===== src/rtl/vga_pkg.sv =====
// Shared types and widths for the VGA framebuffer path.
//   ADDR_X_WIDTH / ADDR_Y_WIDTH : pixel column / row widths from the timing FSMs
//   PIXEL_WIDTH                 : framebuffer pixel width
//   FB_ADDR_WIDTH               : linear framebuffer address width (640*480 fits in 19 bits)
//   arb_state_t                 : RAM slot owner for one cycle
//   fb_wr_t                     : queued host write (address + pixel)
package vga_pkg;
  localparam int unsigned ADDR_X_WIDTH  = 10;
  localparam int unsigned ADDR_Y_WIDTH  = 9;
  localparam int unsigned PIXEL_WIDTH   = 8;
  localparam int unsigned FB_ADDR_WIDTH = 19;

  typedef enum logic [1:0] {
    ARB_IDLE,
    ARB_DISP,
    ARB_HOST
  } arb_state_t;

  typedef struct packed {
    logic [FB_ADDR_WIDTH-1:0] addr;
    logic [PIXEL_WIDTH-1:0]   data;
  } fb_wr_t;
endpackage


===== src/rtl/vga_wr_fifo.sv =====
// Synchronous FIFO of host framebuffer writes.
//   clk, reset_n : clock, asynchronous active-low reset (clears pointers/count)
//   push         : enqueue push_data; ignored when full, even if pop is set
//   pop          : dequeue head; ignored when empty
//   head         : oldest entry (valid when !empty)
//   full, empty  : occupancy flags
// DEPTH must be a power of two >= 2 so the pointers wrap naturally.
module vga_wr_fifo
  import vga_pkg::*;
#(
  parameter int unsigned DEPTH = 4
) (
  input  logic   clk,
  input  logic   reset_n,
  input  logic   push,
  input  fb_wr_t push_data,
  input  logic   pop,
  output fb_wr_t head,
  output logic   full,
  output logic   empty
);
  localparam int unsigned PW = $clog2(DEPTH);
  localparam logic [PW:0] FULL_CNT = (PW+1)'(DEPTH);

  fb_wr_t        mem [DEPTH];
  logic [PW-1:0] wr_ptr;
  logic [PW-1:0] rd_ptr;
  logic [PW:0]   count;
  logic          do_push;
  logic          do_pop;

  assign full    = (count == FULL_CNT);
  assign empty   = (count == '0);
  assign do_push = push && !full;
  assign do_pop  = pop && !empty;
  assign head    = mem[rd_ptr];

  always_ff @(posedge clk or negedge reset_n) begin
    if (!reset_n) begin
      wr_ptr <= '0;
      rd_ptr <= '0;
      count  <= '0;
    end else begin
      if (do_push) wr_ptr <= wr_ptr + 1'b1;
      if (do_pop)  rd_ptr <= rd_ptr + 1'b1;
      case ({do_push, do_pop})
        2'b10:   count <= count + 1'b1;
        2'b01:   count <= count - 1'b1;
        default: count <= count;
      endcase
    end
  end

  always_ff @(posedge clk) begin
    if (do_push) mem[wr_ptr] <= push_data;
  end
endmodule


===== src/rtl/vga_fb_arbiter.sv =====
// Shares a single-port framebuffer RAM between display scan-out (absolute
// priority) and queued host writes drained in display-free slots.
//   clk, reset_n                  : pixel clock, asynchronous active-low reset
//   addr_x_valid/addr_x           : column from the horizontal timing FSM
//   addr_y_valid/addr_y           : row from the vertical timing FSM
//   host_wr_valid/ready/addr/data : host write port (transfer on valid && ready)
//   host_idle                     : no queued write and no RAM write in flight
//   ram_en/we/addr/wdata          : registered RAM command
//   ram_rdata                     : RAM read data, one cycle after a read command
//   pix_valid/pix_data            : displayed pixel, two cycles after the address
// Optional: define VGA_FB_ARB_STATS_EN to add stall_cnt[15:0], a saturating
// count of cycles where a queued write was blocked by the display.
module vga_fb_arbiter
  import vga_pkg::*;
#(
  parameter int unsigned H_PIXELS      = 640,
  parameter int unsigned WR_FIFO_DEPTH = 4
) (
  input  logic                     clk,
  input  logic                     reset_n,
  input  logic                     addr_x_valid,
  input  logic [ADDR_X_WIDTH-1:0]  addr_x,
  input  logic                     addr_y_valid,
  input  logic [ADDR_Y_WIDTH-1:0]  addr_y,
  input  logic                     host_wr_valid,
  output logic                     host_wr_ready,
  input  logic [FB_ADDR_WIDTH-1:0] host_wr_addr,
  input  logic [PIXEL_WIDTH-1:0]   host_wr_data,
  output logic                     host_idle,
  output logic                     ram_en,
  output logic                     ram_we,
  output logic [FB_ADDR_WIDTH-1:0] ram_addr,
  output logic [PIXEL_WIDTH-1:0]   ram_wdata,
  input  logic [PIXEL_WIDTH-1:0]   ram_rdata,
  output logic                     pix_valid,
  output logic [PIXEL_WIDTH-1:0]   pix_data
`ifdef VGA_FB_ARB_STATS_EN
  ,
  output logic [15:0]              stall_cnt
`endif
);
  arb_state_t               state;
  arb_state_t               state_nxt;
  logic                     disp_req;
  logic [FB_ADDR_WIDTH-1:0] disp_addr;
  logic                     ready_en;
  logic                     fifo_pop;
  logic                     fifo_full;
  logic                     fifo_empty;
  fb_wr_t                   fifo_head;
  fb_wr_t                   fifo_in;

  assign disp_req  = addr_x_valid && addr_y_valid;
  assign disp_addr = FB_ADDR_WIDTH'(addr_y) * FB_ADDR_WIDTH'(H_PIXELS)
                   + FB_ADDR_WIDTH'(addr_x);

  // ready_en holds host_wr_ready low until the first clock after reset release.
  assign host_wr_ready = ready_en && !fifo_full;
  assign host_idle     = fifo_empty && !(ram_en && ram_we);
  assign pix_data      = ram_rdata;
  assign fifo_in       = '{addr: host_wr_addr, data: host_wr_data};

  vga_wr_fifo #(
    .DEPTH(WR_FIFO_DEPTH)
  ) u_wr_fifo (
    .clk       (clk),
    .reset_n   (reset_n),
    .push      (host_wr_valid && host_wr_ready),
    .push_data (fifo_in),
    .pop       (fifo_pop),
    .head      (fifo_head),
    .full      (fifo_full),
    .empty     (fifo_empty)
  );

  always_ff @(posedge clk or negedge reset_n) begin
    if (!reset_n) state <= ARB_IDLE;
    else          state <= state_nxt;
  end

  always_comb begin
    state_nxt = ARB_IDLE;
    fifo_pop  = 1'b0;
    if (disp_req) begin
      state_nxt = ARB_DISP;
    end else if (!fifo_empty) begin
      state_nxt = ARB_HOST;
      fifo_pop  = 1'b1;
    end
  end

  // RAM command registers are loaded from the slot being decided; state==ARB_DISP
  // is the first stage of the pix_valid delay line.
  always_ff @(posedge clk or negedge reset_n) begin
    if (!reset_n) begin
      ready_en  <= 1'b0;
      ram_en    <= 1'b0;
      ram_we    <= 1'b0;
      ram_addr  <= '0;
      ram_wdata <= '0;
      pix_valid <= 1'b0;
    end else begin
      ready_en  <= 1'b1;
      pix_valid <= (state == ARB_DISP);
      unique case (state_nxt)
        ARB_DISP: begin
          ram_en   <= 1'b1;
          ram_we   <= 1'b0;
          ram_addr <= disp_addr;
        end
        ARB_HOST: begin
          ram_en    <= 1'b1;
          ram_we    <= 1'b1;
          ram_addr  <= fifo_head.addr;
          ram_wdata <= fifo_head.data;
        end
        default: begin
          ram_en <= 1'b0;
          ram_we <= 1'b0;
        end
      endcase
    end
  end

`ifdef VGA_FB_ARB_STATS_EN
  always_ff @(posedge clk or negedge reset_n) begin
    if (!reset_n) begin
      stall_cnt <= '0;
    end else if (!fifo_empty && (state_nxt == ARB_DISP) && (stall_cnt != '1)) begin
      stall_cnt <= stall_cnt + 1'b1;
    end
  end
`endif
endmodule


===== config.mk =====
export PLATFORM = sky130hd
export DESIGN_NAME = vga_fb_arbiter
export DESIGN_NICKNAME = d
export VERILOG_FILES = /design/src/rtl/vga_pkg.sv /design/src/rtl/vga_wr_fifo.sv /design/src/rtl/vga_fb_arbiter.sv
export SDC_FILE = /design/constraint.sdc
export NUM_CORES = 1
export LEC_CHECK = 0
export ABC_AREA = 1
export BUFFER_PORTS_ARGS = -buffer_cell sky130_fd_sc_hd__buf_2
export CAP_MARGIN = 30
export CORE_MARGIN = 8
export CORE_UTILIZATION = 45
export CTS_CLUSTER_DIAMETER = 100
export DETAILED_ROUTE_END_ITERATION = 10
export PLACE_DENSITY_LB_ADDON = 0.05
export SLEW_MARGIN = 15
export SYNTH_ARGS = -nofsm -noshare
export SYNTH_HDL_FRONTEND = slang
export SYNTH_SLANG_ARGS = --single-unit

===== constraint.sdc =====
create_clock -name clk -period 6.45 [get_ports clk]
set_input_delay 1.29 -clock clk [delete_from_list [all_inputs] [get_ports clk]]
set_output_delay 1.29 -clock clk [all_outputs]
set_load 0.01 [all_outputs]

# Word level (Yosys, flattened, before mapping)
# Memories as Yosys holds them, arrays and structs flattened.
# Index checks and enable logic that the tools add are counted.
word_totals:
  mem_bits_rw: 108
  inputBits: 59
  regBits: 40
  memories: 1
  word_cells: 47
  output_inout_bits: 40
mem_list:
  columns: ["name", "words", "width", "read_ports", "rd_clocked_by_memory_dff", "wr", "line_no", "source"]
  rows:
  - ["u_wr_fifo.mem", 4, 27, 1, 0, 1, "vga_wr_fifo.sv:25", "fb_wr_t mem [DEPTH];"]
op_classes:
  addsub: 5
  reduce_logical: 14
  eq_ne: 6
  mux: 10
  multipliers: 1
op_table:
  columns: ["cell", "n"]
  rows:
  - ["one-hot mux 19 bit (2 select lines)", 1]
  - ["adder 19 x 10 -> 19 bit", 1]
  - ["multiplier 9 x 3 -> 12 bit, second input constant", 1]
  - ["logical AND 1 bit", 7]
  - ["== test 2 x 1 -> 1 bit, second input constant", 3]
  - ["two-way mux 1 bit", 6]
  - ["one-hot mux 3 bit (2 select lines)", 1]
  - ["adder 2 x 1 -> 2 bit, second input constant", 2]
  - ["== test 2 bit, second input constant", 2]
  - ["two-way mux 2 bit", 2]
  - ["nonzero test 2 bit", 2]
  - ["adder 3 x 1 -> 3 bit, second input constant", 1]
  - ["== test 3 bit, second input constant", 1]
  - ["logical NOT 1 bit", 3]
  - ["logical NOT 3 bit", 1]
  - ["subtractor 3 x 1 -> 3 bit, second input constant", 1]
  - ["OR reduction 2 bit", 1]

# Depth between registers and ports, before layout
depth:
  ltp_word: 7
  mapped_depth: 14
  depth_no_buf: 14

# By module
# A second synthesis with hierarchy kept.
unflattened:
  hier_cells: 668
  area_unflattened_um2: 6935.4
by_module_without_submodules:
  columns: ["module", "cells_per_inst", "n_inst", "area_per_inst_um2", "seq_area_each_um2"]
  rows:
  - ["vga_wr_fifo", 375, 1, 4754.6, 3418.3]
  - ["vga_fb_arbiter", 293, 1, 2180.8, 800.8]

# Worst setup path after synthesis
# No wires, ideal clock.
synth_timing:
  path_type: "input port to flip-flop"
  startpoint: "in addr_y[1]"
  endpoint: "reg ram_addr[18]"
  setup_ps: 77
  arrival_time_ps: 3109
  n_path_buf: 0
  required_ps: 6373
  slack_ps: 3264
  stages: 11
  path_cell_list: "ha_1 > ha_1 > fa_1 > nand2_1 > a21oi_1 > nand3_2 > nor2_2 > nand2_1 > nand2_1 > nand2_1 > a21oi_1"
synth_via:
  elab_chain_cells: 3
synth_rtl:
  columns: ["item", "line_no", "source"]
  rows:
  - ["start, declared", "vga_fb_arbiter.sv:24", "input logic [ADDR_Y_WIDTH-1:0] addr_y,"]
  - ["multiplier 9 x 3 -> 12 bit", "vga_fb_arbiter.sv:54", "assign disp_addr = FB_ADDR_WIDTH'(addr_y) * FB_ADDR_WIDTH'(H_PIXELS)"]
  - ["adder 19 x 10 -> 19 bit", "vga_fb_arbiter.sv:55", "+ FB_ADDR_WIDTH'(addr_x);"]
  - ["one-hot mux 19 bit (2 select lines)", "vga_fb_arbiter.sv:105", "unique case (state_nxt)"]
  - ["end signal, assigned", "vga_fb_arbiter.sv:109", "ram_addr <= disp_addr;"]
  - ["end signal, assigned", "vga_fb_arbiter.sv:114", "ram_addr <= fifo_head.addr;"]
  - ["end, declared", "vga_fb_arbiter.sv:32", "output logic [FB_ADDR_WIDTH-1:0] ram_addr,"]
# Every way passes these cells.
# A chain may end at the register's enable or synchronous reset.

# Final worst setup path
layout_timing:
  startpoint: "in addr_y[1]"
  endpoint: "reg ram_addr[16]"
# The elaborated chain is that of the path after synthesis.

==> results.cfg <==
[status]
run_status = completed

[worst_setup_path]
worstSetupStartpointType = input port
crit_required_ns = 6.79
arrival_ns = 3.42
r2r_cells = 9
max_stage_delay_ns = 0.54
critical_path.max_fanout = 3
end_kind = register
rrSetupSlack_ns = 4.32
cp_cell_sequence = buf_2 > ha_1 > ha_1 > fa_1 > nand2_1 > a21oi_1 > nand3_2 > o21ai_0 > nand3_1 > a21oi_1
slowest_stage = fa_1
rr_startpoint = u_wr_fifo.count[1]
rr_endpoint = u_wr_fifo.count[2]
worstSetupPathType = input port to register

[layout]
fillers = 1275
mostFrequentLayoutCell = edfxtp_1
final_util = 0.5357
nNetsFinal = 748
final_layout_size_suffix_gt1_frac = 0.2157
fin_area_um2 = 7667
final_cell_mix = edfxtp_1, nor2_1, buf_2
num_antenna_cells = 0
layout-area-overhead-vs-synth_pct = 18.44

[floorplan]
start_util = 0.4523
boundaryPins = 99
rows = 44
core-area_um2 = 14310
die_h_um = 135.9
die_w_um = 135.9
fp.dieArea_um2 = 18480

[clock_tree]
root_buffer = clkbuf_16
cts.repair.resized = 0
clk_pin_slew_ns = 0.06
cts_buffers = 17
ctsHoldBuffers = 0
htreeDepth = 4
clk_latency_ns = 0.42
cts_buffer_depth = 2
cts_tree = built
clock_sinks = 147
post-cts-setup-buffers = 0

[placement]
place_ws_ns = 2.953
port_buffers = 82
postPlaceCellArea_um2 = 7081
dp_hpwl_um = 9523
gp_congestion = 0.8541

[timing]
hold_viol_final = 0
relSlewSlack = 0.5274
slew_viol_final = 0
finClkSkew_ns = 0.01165
grt_setup_unrepaired = no
setup_slack_ns = 3.375
worst_pin_slew_ns = 0.7045
max_clock_freq_mhz = 325.2
fin_crit_sh = 0.4768
timing.hold.ws_ns = 0.4562
fin_setup_tns_ns = 0
setup_viol = 0
min_period_ns = 3.075

[global_routing]
grt_pass1_wl_um = 23980
antenna_found_initial = 0
grt_start_max_net_pins = 56
grt_pass1_vias = 4494
grt_overflow_total = 0
track_usage = 0.1713

[route]
ant_nets = 0
wirelength_um = 14850
vias = 4361
drc = 0
wl_per_cell_um = 17.24
drt_iter0_drc = 246
avgViaCountPerCell = 5.065
firstDrtPassIters = 5

[hold_path]
holdPathEnd = pix_valid
hp-start = ram_we
hold_path_class = register to register
min_path_cells = 1

[run]
cap_violations = 0

[yosys]
ys_warn_count = 0
yosysSeqAreaShare = 0.6517
syn_avg_cell_area_um2 = 11.14
syn-cell-area_um2 = 6474
syn_nets = 665
ys_types = 32
synthCells = 581
yosys_register_bits = 147

[pwr]
peakVddDrop_mv = 0.2015
leakagePower_nw = 3.113
p_per_area_nw_per_um2 = 429.7
critical path: cells and delay by family:
family                     cells  cell delay [ns]
adders and majority gates      3             1.06
AOI/OAI and AO/OA              3             0.57
and+or+nand+nor                3             0.37
buffers and inverters          1             0.12
metrics by stage:
step	total power, W	std cells
after floorplan	0.001978	581
after global placement	0.002331	826
after detailed placement	0.002371	828
after CTS	0.003347	860
after global routing	0.003513	861
final	0.003295	861
power breakdown:
group,internal (W),total (W),switching (W)
sequential,0.00121,0.00130,0.0000843
combinational,0.000360,0.00103,0.000675
clock,0.000583,0.000963,0.000380
cells by family after synthesis:
family	share of synthesized area
simple gates	0.1463
flops	0.6517
compound gates	0.09509
buf+inv	0.04484
fa+ha+maj	0.05180
xor+xnor	0.008117
other cells	0.0005793
mux	0.001546
per-layer routing:
layer  wire length, um  up-vias  global-route usage
met5                 0        -                   0
met4               349        0             0.07077
met1              6738     2073              0.2135
met3               679       20             0.04545
met2              7080      101              0.2776
li1                  -     2167                   -
cell usage after synthesis, drive strengths merged:
| master | instances | area share |
|---|---|---|
| nand3b | 3 | 0.0035 |
| xnor2 | 1 | 0.0014 |
| a21boi | 2 | 0.0023 |
| a31oi | 8 | 0.0077 |
| ha | 22 | 0.043 |
| a21oi | 20 | 0.016 |
| or2 | 1 | 0.0014 |
| xor2 | 5 | 0.0068 |
| o211ai | 2 | 0.0023 |
| clkbuf | 10 | 0.0058 |
| o21ai | 63 | 0.049 |
| mux2i | 1 | 0.0015 |
| inv | 35 | 0.020 |
| edfxtp | 108 | 0.50 |
| nor2 | 104 | 0.064 |
| conb | 1 | 0.00058 |
| buf | 19 | 0.018 |
| nand2 | 84 | 0.050 |
| clkinv | 2 | 0.0012 |
| o22ai | 17 | 0.016 |
| fa | 3 | 0.0093 |
| dfrtp | 39 | 0.15 |
| a221o | 1 | 0.0015 |
| nand3 | 30 | 0.027 |
sequential cells by signal, summed over array words and instances (netlist names), 2 cells and up:
| register | cells |
|---|---|
| u_wr_fifo.rd_ptr | 2 |
| u_wr_fifo.wr_ptr | 2 |
| ram_addr | 19 |
| ram_wdata | 8 |
| u_wr_fifo.mem | 108 |
| u_wr_fifo.count | 3 |
worst max path at each step:
stage / from / endpoint / slack (ns) / cells after the start
global placement: addr_y[1] / ram_addr[18] / 3.00 / 12
floorplan: addr_y[1] / ram_addr[18] / 3.26 / 11
detailed placement: addr_y[1] / ram_addr[16] / 2.95 / 10
global route: addr_y[1] / ram_addr[16] / 3.14 / 10
finish: addr_y[1] / ram_addr[16] / 3.37 / 10
CTS: addr_y[1] / ram_addr[16] / 3.38 / 10
cell type report:
class	instances	area, um^2	share of cell area
clock buffer	21	450.4	0.05875
clock inverter	11	128.9	0.01681
multi-input combinational	368	1974	0.2575
inverter	37	138.9	0.01811
timing repair buffer	93	525.5	0.06854
sequential	147	4219	0.5503
tap	184	230.2	0.03003
Note: power is estimated with default switching activity, not from simulation.
